## config.mk

```make
export PLATFORM = sky130hd
export DESIGN_NAME = alu_mdu
export DESIGN_NICKNAME = d
export VERILOG_FILES = /design/src/rtl/alu_mdu.sv
export SDC_FILE = /design/constraint.sdc
export NUM_CORES = 1
export LEC_CHECK = 0
export CORE_ASPECT_RATIO = 0.9
export CORE_MARGIN = 2
export CORE_UTILIZATION = 45
export CTS_CLUSTER_DIAMETER = 40
export DETAILED_ROUTE_END_ITERATION = 16
export PLACE_DENSITY = 0.76
export RECOVER_POWER = 50
export SETUP_SLACK_MARGIN = 0.1
export SYNTH_ARGS = -nofsm -noshare
export SYNTH_HDL_FRONTEND = slang
export SYNTH_SLANG_ARGS = --single-unit
export TNS_END_PERCENT = 30
```

## constraint.sdc

```tcl
create_clock -name clk -period 5.7 [get_ports clk]
set_input_delay 1.14 -clock clk [delete_from_list [all_inputs] [get_ports clk]]
set_output_delay 1.14 -clock clk [all_outputs]
set_load 0.1 [all_outputs]
```

## src/rtl/alu_mdu.sv

```systemverilog
// Registered execute-stage ALU with an iterative unsigned multiply/divide unit.
// Ports: clk, rst, start, ALUctr, ovf_chk, A, B -> busy, done, lo, hi, Zero, OF, div_zero.
// Optional: define ALU_MDU_DIV_EN to build the restoring divider (DIVU).
module alu_mdu #(
  parameter int W  = 32,
  parameter int CW = 6
) (
  input  logic         clk,
  input  logic         rst,
  input  logic         start,
  input  logic [3:0]   ALUctr,
  input  logic         ovf_chk,
  input  logic [W-1:0] A,
  input  logic [W-1:0] B,
  output logic         busy,
  output logic         done,
  output logic [W-1:0] lo,
  output logic [W-1:0] hi,
  output logic         Zero,
  output logic         OF,
  output logic         div_zero
);

  localparam logic [3:0] OP_ADD   = 4'b0000;
  localparam logic [3:0] OP_SUB   = 4'b0001;
  localparam logic [3:0] OP_OR    = 4'b0010;
  localparam logic [3:0] OP_PASSB = 4'b0011;
  localparam logic [3:0] OP_AND   = 4'b0100;
  localparam logic [3:0] OP_XOR   = 4'b0101;
  localparam logic [3:0] OP_SLT   = 4'b0110;
  localparam logic [3:0] OP_SLTU  = 4'b0111;
  localparam logic [3:0] OP_MULU  = 4'b1000;
`ifdef ALU_MDU_DIV_EN
  localparam logic [3:0] OP_DIVU  = 4'b1001;
`endif

  localparam logic [CW-1:0] LAST = CW'(W - 1);

  typedef enum logic {IDLE, RUN} state_t;

  state_t state, state_n;

  logic [CW-1:0] cnt;
  // ph: product high / partial remainder
  // pl: multiplier / dividend-quotient
  logic [W-1:0]  ph, pl, mcand;
  logic [W-1:0]  ph_n, pl_n;
  logic [W:0]    madd;
`ifdef ALU_MDU_DIV_EN
  logic          is_div;
  logic [W:0]    shl, trial;
`endif

  logic [W-1:0]  sum, diff, r_lo, r_hi;
  logic          r_of, r_dz, r_iter, trap;
  logic          accept, last;

  assign busy   = (state == RUN);
  assign accept = start && (state == IDLE);
  assign last   = (cnt == LAST);

  always_comb begin
    sum    = A + B;
    diff   = A - B;
    r_lo   = '0;
    r_hi   = '0;
    r_of   = 1'b0;
    r_dz   = 1'b0;
    r_iter = 1'b0;
    case (ALUctr)
      OP_ADD: begin
        r_lo = sum;
        r_of = (A[W-1] == B[W-1]) && (sum[W-1] != A[W-1]);
      end
      OP_SUB: begin
        r_lo = diff;
        r_of = (A[W-1] != B[W-1]) && (diff[W-1] != A[W-1]);
      end
      OP_OR:    r_lo = A | B;
      OP_PASSB: r_lo = B;
      OP_AND:   r_lo = A & B;
      OP_XOR:   r_lo = A ^ B;
      OP_SLT:   r_lo = {{(W-1){1'b0}}, $signed(A) < $signed(B)};
      OP_SLTU:  r_lo = {{(W-1){1'b0}}, A < B};
      OP_MULU:  r_iter = 1'b1;
`ifdef ALU_MDU_DIV_EN
      OP_DIVU: begin
        // Divide by zero resolves in one cycle without iterating.
        if (B == '0) begin
          r_lo = '1;
          r_hi = A;
          r_dz = 1'b1;
        end else begin
          r_iter = 1'b1;
        end
      end
`endif
      default: ;
    endcase
    trap = r_of && ovf_chk;
  end

  // One iteration step: shift-add multiply, or restoring divide.
  always_comb begin
    madd = {1'b0, ph} + (pl[0] ? {1'b0, mcand} : '0);
    ph_n = madd[W:1];
    pl_n = {madd[0], pl[W-1:1]};
`ifdef ALU_MDU_DIV_EN
    shl   = {ph, pl[W-1]};
    trial = shl - {1'b0, mcand};
    if (is_div) begin
      if (!trial[W]) begin
        ph_n = trial[W-1:0];
        pl_n = {pl[W-2:0], 1'b1};
      end else begin
        ph_n = shl[W-1:0];
        pl_n = {pl[W-2:0], 1'b0};
      end
    end
`endif
  end

  always_comb begin
    state_n = state;
    case (state)
      IDLE: if (accept && r_iter) state_n = RUN;
      RUN:  if (last) state_n = IDLE;
      default: state_n = IDLE;
    endcase
  end

  always_ff @(posedge clk or posedge rst) begin
    if (rst) state <= IDLE;
    else     state <= state_n;
  end

  always_ff @(posedge clk or posedge rst) begin
    if (rst) begin
      cnt      <= '0;
      ph       <= '0;
      pl       <= '0;
      mcand    <= '0;
      done     <= 1'b0;
      lo       <= '0;
      hi       <= '0;
      Zero     <= 1'b0;
      OF       <= 1'b0;
      div_zero <= 1'b0;
`ifdef ALU_MDU_DIV_EN
      is_div   <= 1'b0;
`endif
    end else begin
      done <= 1'b0;
      if (state == RUN) begin
        ph  <= ph_n;
        pl  <= pl_n;
        cnt <= cnt + CW'(1);
        if (last) begin
          cnt      <= '0;
          done     <= 1'b1;
          lo       <= pl_n;
          hi       <= ph_n;
          Zero     <= (pl_n == '0);
          OF       <= 1'b0;
          div_zero <= 1'b0;
        end
      end else if (accept) begin
        if (r_iter) begin
          ph    <= '0;
          pl    <= B;
          mcand <= A;
          cnt   <= '0;
`ifdef ALU_MDU_DIV_EN
          is_div <= (ALUctr == OP_DIVU);
          if (ALUctr == OP_DIVU) begin
            pl    <= A;
            mcand <= B;
          end
`endif
        end else begin
          done     <= 1'b1;
          OF       <= trap;
          div_zero <= r_dz;
          // A trapped overflow suppresses writeback.
          if (!trap) begin
            lo   <= r_lo;
            hi   <= r_hi;
            Zero <= (r_lo == '0);
          end else begin
            Zero <= (lo == '0);
          end
        end
      end
    end
  end

endmodule

```

Word level (Yosys, flattened, before mapping)
Cells that the tools add are included.
{"block": "word_totals", "register_bits": 171}
{"block": "op_classes", "n_addsub": 4, "order_cmp": 2, "eq_ne": 16, "muxes": 43, "bitwise_logic": 4, "n_reduce_logical": 15}
{"cell": "2-to-1 mux 32 bit", "n": 17}
{"cell": "case mux 32 bit (8 select lines)", "n": 1}
{"cell": "zero test 32 bit", "n": 3}
{"cell": "less-than comparator 32 bit", "n": 2}
{"cell": "adder 32 x 32 -> 33 bit", "n": 1}
{"cell": "adder 32 bit", "n": 1}
{"cell": "bitwise AND 32 bit", "n": 1}
{"cell": "bitwise OR 32 bit", "n": 1}
{"cell": "subtractor 32 bit", "n": 1}
{"cell": "bitwise XOR 32 bit", "n": 1}
{"cell": "2-to-1 mux 6 bit", "n": 4}
{"cell": "2-to-1 mux 1 bit", "n": 19}
{"cell": "== test 4 x 3 -> 1 bit, second input constant", "n": 4}
{"cell": "== test 4 x 2 -> 1 bit, second input constant", "n": 2}
{"cell": "adder 6 x 1 -> 6 bit, second input constant", "n": 1}
{"cell": "== test 6 x 5 -> 1 bit, second input constant", "n": 1}
{"cell": "AND reduction 3 bit", "n": 2}
{"cell": "logical AND 1 bit", "n": 5}
{"cell": "== test 4 x 1 -> 1 bit, second input constant", "n": 1}
{"cell": "== test 4 bit, second input constant", "n": 1}
{"cell": "zero test 4 bit", "n": 1}
{"cell": "!= test 2 bit, second input constant", "n": 2}
{"cell": "case mux 1 bit (2 select lines)", "n": 2}
{"cell": "AND reduction 4 bit", "n": 1}
{"cell": "6 further kinds", "n": 9}

Depth between registers and ports, before layout
Gate-level depths: netlist of the first run.
{"block": "depth", "ltp_word": 9, "mapped_depth": 16, "ltp_nobuf": 14}

Worst setup path after synthesis of the first run
OpenSTA, ideal clock, no wires.
{"block": "synth_path", "path_kind": "input port to flip-flop", "from": "input A[0]", "to": "register Zero", "setup_ns": 0.104, "t_arrival_ns": 4.072, "t_required_ns": 5.596, "setup_slack_ns": 1.524, "stages": 14, "path_buffers": 0, "cell_sequence": "inv_1 > ha_1 > fa_1 > o21bai_1 > a21oi_1 > a21oi_1 > o21ai_2 > a21oi_1 > o211ai_1 > a221o_1 > or4_1 > nor4_1 > nand4_1 > o41ai_2"}
{"block": "synth_between", "elab_chain_len": 9, "elab_cells_between_ends": 19, "cone_classes": "add/sub (2); order compare (2); eq/ne (2); mux (6); bitwise (3); reduce/logical (4)"}
{"element": "from (decl)", "line_no": "13", "text": "input logic [W-1:0] A,"}
{"element": "branches (longest 5 deep; another with subtractor 32 bit)"}
{"element": "2-to-1 mux 1 bit *", "line_no": "185", "text": "if (!trap) begin"}
{"element": "2-to-1 mux 1 bit *", "line_no": "168", "text": "if (r_iter) begin"}
{"element": "2-to-1 mux 1 bit *", "line_no": "167", "text": "end else if (accept) begin"}
{"element": "2-to-1 mux 1 bit *", "line_no": "154", "text": "if (state == RUN) begin"}
{"element": "to (signal assigned)", "line_no": "163", "text": "Zero <= (pl_n == '0);"}
{"element": "to (signal assigned)", "line_no": "188", "text": "Zero <= (r_lo == '0);"}
{"element": "to (signal assigned)", "line_no": "190", "text": "Zero <= (lo == '0);"}
{"element": "to (decl)", "line_no": "19", "text": "output logic Zero,"}
Mark *: on every way between the ends. The select of a mux whose other input is x is not followed.
A chain may end at the register's enable or synchronous reset.

Final worst setup path of the first run
{"block": "layout_path", "from": "input A[6]", "to": "register Zero"}
Same word-level chain as after synthesis.

==> results of run 1 <==
power groups by stage:
stage	clock network [µW]	registers (µW)	logic [µW]
after floorplan	0	2920	1340
after global placement	0	1900	3320
after detailed placement	0	1900	3370
after CTS	1210	1890	3380
after global routing	1260	1930	3600
final	1210	1890	3400
registers in the layout (all words and copies together) (netlist names):
signal  count
Zero        1
lo         32
done        1
mcand      32
pl         32
hi         32
OF          1
cnt         6
ph         32
busy        1
final cells by class:
cell class,count,area (µm²),area share (%)
multi-input combinational,1493,9790,55.5
sequential,170,4260,24.1
tap,422,528,2.99
timing repair buffer,219,2020,11.4
clock buffer,19,443,2.51
inverter,117,443,2.51
clock inverter,13,165,0.936
cell families (layout without fill, tap and decap cells):
family                   after synthesis  count (layout)  share of synthesized area, %
AO/OA/AOI/OAI                        626             626                          28.0
XOR/XNOR                              31              31                          1.82
adder cells (fa/ha/maj)              149             149                          12.7
buffers and inverters                223             368                          5.99
flip-flops                           170             170                          28.6
multiplexers                          36              36                          2.67
other                                  1               1                        0.0252
AND/OR/NAND/NOR                      650             650                          20.3
worst min-delay path: cells and delay by family, from the launching register on:
family	cells	cell delay, ns
flip-flops	1	0.33
AO/OA/AOI/OAI	1	0.06
AND/OR/NAND/NOR	1	0.05
placed cells by master (no fill, tap or decap), types with 35 or more instances in the layout:
| cell | Yosys | layout |
|---|---|---|
| nor3_1 | 37 | 37 |
| o21ai_0 | 157 | 157 |
| ha_1 | 146 | 146 |
| a21oi_1 | 138 | 138 |
| nand2_1 | 274 | 273 |
| dfrtp_1 | 170 | 169 |
| nor2_1 | 139 | 138 |
| buf_4 | 3 | 74 |
| clkdlybuf4s50_1 | 0 | 105 |
| and2_1 | 36 | 35 |
| a21o_1 | 45 | 45 |
| inv_1 | 115 | 114 |
metal layers:
layer	up-vias	GRT usage, %	routed length, µm
li1	7056	-	-
met1	7450	46.4	24800
met3	121	6.93	6070
met5	-	0	13
met2	874	48.2	23800
met4	2	9.34	1660
worst paths after layout:
| kind | slack [ns] | endpoint | cells after the start | start |
|---|---|---|---|---|
| max | 0.29 | Zero | 14 | A[6] |
| max reg2reg | 1.45 | hi[29] | 14 | pl[0] |
| max in group asynchronous | 1.16 | pl[18] | 3 | rst |
| min in group asynchronous | 2.17 | hi[6] | 3 | rst |
| min reg2reg | 0.47 | hi[19] | 2 | hi[19] |
| min | 0.47 | hi[19] | 2 | hi[19] |
stage by stage:
step	cell area (µm²)	hold slack [ns]	worst slack (ns)	util [%]	setup TNS, ns
2_1_floorplan	14900	0.436	1.52	-	0
3_3_place_gp	17000	0.455	-0.0652	52.0	-0.0652
3_5_place_dp	17000	0.459	-0.144	52.0	-0.144
4_1_cts	17600	0.475	0.284	53.8	0
5_1_grt	17600	0.485	0.135	53.8	0
6_report	17600	0.472	0.289	53.8	0
==> flow_summary.yaml, run 1 <==
route:
  drc: 0
  antenna_left: 0
  vias_per_cell: 6.32
  routed_wl_um: 56400
  vias: 15500
  first_iter_violations: 1773
  firstDrtPassIters: 6
  wl_per_cell_um: 23.0
timing:
  fin_skew_ns: 0.0162
  period_minus_slack_ns: 5.41
  slew_violations: 172
  setup_viol: 0
  maxSlewHeadroom_pct: -132
  fmax_mhz: 185
  period_share_pct: 94.9
  final-hold-violation-count: 0
  worst_pin_slew_ns: 3.48
  rsz0062_at_grt: "false"
final_layout:
  stdcell_count: 2453
  diodes: 0
  n_fill_cell: 3060
  layout-drive-gt1-share_pct: 8.52
  syn_to_final_growth_pct: 18.6
  layout.nets: 2239
die:
  chipHeight_um: 177
  pin_count: 141
  die_w_um: 196
  start_util_pct: 45.4
  row_count: 63
  core_area_um2: 32800
  die_area_um2: 34500
power_and_ir_drop:
  pwr-share-seq_pct: 29.1
  switching_share_pct: 49.9
  powerDensity_nw_per_um2: 368
  p_switching_uw: 3240
  vdd_drop_max_v: 0.000215
  p_leak_uw: 0.00828
  power_uw: 6500
  p_int_uw: 3260
  clockPowerShare_pct: 18.5
  pwr-share-comb_pct: 52.3
clocking:
  clk_pin_slew_ns: 0.07
  clockRootBuffer: "clkbuf_16"
  cts_hold_buf: 0
  cts.sinks: 170
  postCtsResizedCells: 0
  cts_tree: "built"
  h-tree-depth: 4
  insertion_delay_ns: 0.43
  clk_path_buf_depth: 2
  cts_setup_buffers: 0
  numCtsBuffers: 17
critical_path:
  cpMostUsedCell: "o41ai_2"
  path_class: "input port to register"
  critPathBufInv: 2
  required_ns: 6.03
  slowest_stage: "clkdlybuf4s50_1"
  timing.critical_path.max_delay_family: "compound AO/OA/AOI/OAI gates"
  crit_chain: "clkdlybuf4s50_1, inv_1, ha_1, nand2_1, o21ai_0, o41ai_4, o41ai_2, xor2_1, a211oi_1, o311ai_0, or4_1, nor4_1, nand4_1, o41ai_2"
  end_kind: "register"
  cp.arrival_ns: 5.74
  slowest_delay_ns: 0.54
  cp-start-kind: "input port"
  cp_max_fo: 9
synth:
  synth_seq_cells: 170
  post-synth-top-count-cell: "nand2_1"
  yosys_most_used_dff: "dfrtp_1"
  synth_top_area_share_pct: 28.6
  synth-seq-area-share_pct: 28.6
  netlist_instances: 1886
  synth_edf_count: 0
  async_reset_ff_share_pct: 100
  yosys_warnings: 0
  syn_avg_cell_area_um2: 7.89
  yosys.area.top_type: "dfrtp_1"
  synth_common_cells: "274 x nand2_1, 170 x dfrtp_1, 157 x o21ai_0"
  synth_nets: 2107
  netlist_area_um2: 14900
  yosysUniqueCellTypes: 89
  ys_top_cells_by_area: "dfrtp_1 29%, ha_1 12%, nand2_1 6.9%"
placement:
  io_buffers: 139
  place_hpwl_um: 43700
  placedCellCount: 2421
  gp_congestion: 0.983
run:
  max_cap_viol_count: 2
run_status:
  violations: "max-capacitance violations, max-slew violations"
  status: "finished with violations"
global_routing:
  grt_max_degree: 106
  grt_pass1_vias: 14500
  grt_util_all_layers_pct: 32.1
  overflow: 0
  antenna_found_initial: 2
  grt_pass1_wl_um: 85600
worst_hold_path:
  hold_path.class: "register to register"
Power figures use the tool's default switching activity.
==> run 2, diff against run 1 <==
--- a/config.mk
+++ b/config.mk
@@ -5,14 +5,16 @@
 export SDC_FILE = /design/constraint.sdc
 export NUM_CORES = 1
 export LEC_CHECK = 0
+export ABC_CLOCK_PERIOD_IN_PS = 5700
 export CORE_ASPECT_RATIO = 0.9
-export CORE_MARGIN = 2
+export CORE_MARGIN = 4
 export CORE_UTILIZATION = 45
 export CTS_CLUSTER_DIAMETER = 40
 export DETAILED_ROUTE_END_ITERATION = 16
 export PLACE_DENSITY = 0.76
 export RECOVER_POWER = 50
 export SETUP_SLACK_MARGIN = 0.1
+export SLEW_MARGIN = 10
 export SYNTH_ARGS = -nofsm -noshare
 export SYNTH_HDL_FRONTEND = slang
 export SYNTH_SLANG_ARGS = --single-unit
==> flow_summary.yaml, run 2 (same netlist as run 1, synthesis figures left out) <==
run_status:
  status: "finished with violations"
  violations: "max-capacitance violations, max-slew violations"
timing:
  setup_viol: 0
  final-hold-violation-count: 0
  slew_violations: 171
  fin_skew_ns: 0.0140
  period_share_pct: 93.0
  period_minus_slack_ns: 5.30
  fmax_mhz: 189
  maxSlewHeadroom_pct: -55.6
  finalSetupTns_ns: 0
  worst_pin_slew_ns: 2.33
  rsz0062_at_grt: "false"
run:
  max_cap_viol_count: 1
power_and_ir_drop:
  p_leak_uw: 0.00817
  pwr-share-comb_pct: 52.3
  p_int_uw: 3130
  powerDensity_nw_per_um2: 368
  p_switching_uw: 3290
  clockPowerShare_pct: 18.2
  switching_share_pct: 51.2
  pwr-share-seq_pct: 29.5
  vdd_drop_max_v: 0.000240
placement:
  io_buffers: 139
  gp_congestion: 1.01
  placedCellCount: 2395
  place_hpwl_um: 43500
die:
  core_area_um2: 32300
  row_count: 62
  die_w_um: 200
  start_util_pct: 46.1
  chipHeight_um: 181
  die_area_um2: 36100
  pin_count: 141
critical_path:
  path_class: "input port to register"
  cp_max_fo: 6
  slowest_stage: "o41ai_2"
  cpMostUsedCell: "o41ai_2"
  crit_chain: "clkdlybuf4s50_1, inv_1, ha_1, a211oi_1, a211oi_1, o41ai_2, o41ai_2, xor2_1, a211oi_2, o311ai_0, or4_1, nor4_1, nand4_1, o41ai_2"
  required_ns: 6.03
  timing.critical_path.max_delay_family: "compound AO/OA/AOI/OAI gates"
  cp.arrival_ns: 5.64
  end_kind: "register"
  slowest_delay_ns: 0.63
  critPathBufInv: 2
  reg2reg_slack_ns: 1.61
  cp-start-kind: "input port"
route:
  vias: 15300
  routed_wl_um: 55800
  drc: 0
  wl_per_cell_um: 23.0
  antenna_left: 0
  vias_per_cell: 6.30
  first_iter_violations: 1535
  firstDrtPassIters: 6
clocking:
  cts.sinks: 170
  cts_tree: "built"
  h-tree-depth: 4
  insertion_delay_ns: 0.44
  clockRootBuffer: "clkbuf_16"
  clk_pin_slew_ns: 0.07
  cts_hold_buf: 0
  numCtsBuffers: 17
  clk_path_buf_depth: 2
  cts_setup_buffers: 0
worst_hold_path:
  hold_path.class: "register to register"
final_layout:
  diodes: 0
  layout_commonest_cell: "nand2_1"
  final_cell_mix: "273 x nand2_1, 169 x dfrtp_1, 157 x o21ai_0, 146 x ha_1"
  stdcell_count: 2427
  layout.nets: 2219
  layout-drive-gt1-share_pct: 7.76
  syn_to_final_growth_pct: 17.4
global_routing:
  grt_util_all_layers_pct: 29.9
  antenna_found_initial: 0
  use_met1_pct: 43.6
  grt_max_degree: 171
  gr-usage-met3_pct: 9.05
  grt_use_met2_pct: 42.9
  grt_pass1_vias: 14500
  top_usage_layer: "met1"
  overflow: 0
  grt_pass1_wl_um: 84600
-- run 2: tightest hold or removal path, stage by stage (launching register included) --
cell and delay [ns]:
dfrtp_1 0.34, nand2_1 0.04, o21ai_0 0.06
-- run 2: power groups by stage --
| stage | registers, µW | logic, µW | clock network, µW |
|---|---|---|---|
| floorplan | 2920 | 1340 | 0 |
| global placement | 1900 | 3300 | 0 |
| detailed placement | 1900 | 3350 | 0 |
| CTS | 1890 | 3360 | 1170 |
| global route | 1930 | 3570 | 1230 |
| finish | 1890 | 3360 | 1170 |
-- run 2: worst paths after layout --
check / end / start / depth (start not counted)
worst min register to register: hi[3] / hi[3] / 2
max in group asynchronous: busy / rst / 3
worst min-delay path: hi[3] / hi[3] / 2
worst max register to register: hi[29] / pl[0] / 14
min in group asynchronous: hi[4] / rst / 3
worst max-delay path: Zero / B[1] / 14
-- run 2: what timing repair did --
item,CTS,global route
gates resized for setup,0,2
endpoints found under the setup margin,0,1
endpoints found under the hold margin,0,0
-- run 2: final cells by class --
| type | instances | area, µm² |
|---|---|---|
| flip-flops and latches | 170 | 4260 |
| clock inverters | 14 | 151 |
| well taps | 416 | 520 |
| repair buffers | 199 | 1880 |
| fillers | 3026 | 14800 |
| clock buffers | 18 | 439 |
| inverters | 117 | 443 |
| multi-input cells | 1493 | 9790 |
-- run 2: metal layers --
layer / up-vias / wire length (µm)
met2: 835 / 23400
met3: 107 / 6610
met5: - / 0
met1: 7319 / 24200
met4: 0 / 1570
li1: 7019 / -
-- run 2: through the flow --
| step | util, % | hold slack, ns | power, µW | instance area, µm² | setup slack (ns) |
|---|---|---|---|---|---|
| final | 54.1 | 0.476 | 6420 | 17500 | 0.399 |
| after CTS | 54.1 | 0.482 | 6420 | 17500 | 0.192 |
| after global placement | 52.3 | 0.453 | 5200 | 16900 | -0.176 |
| after detailed placement | 52.3 | 0.466 | 5250 | 16900 | -0.238 |
| after floorplan | - | 0.436 | 4260 | 14900 | 1.52 |
| after global routing | 54.1 | 0.491 | 6730 | 17500 | 0.197 |
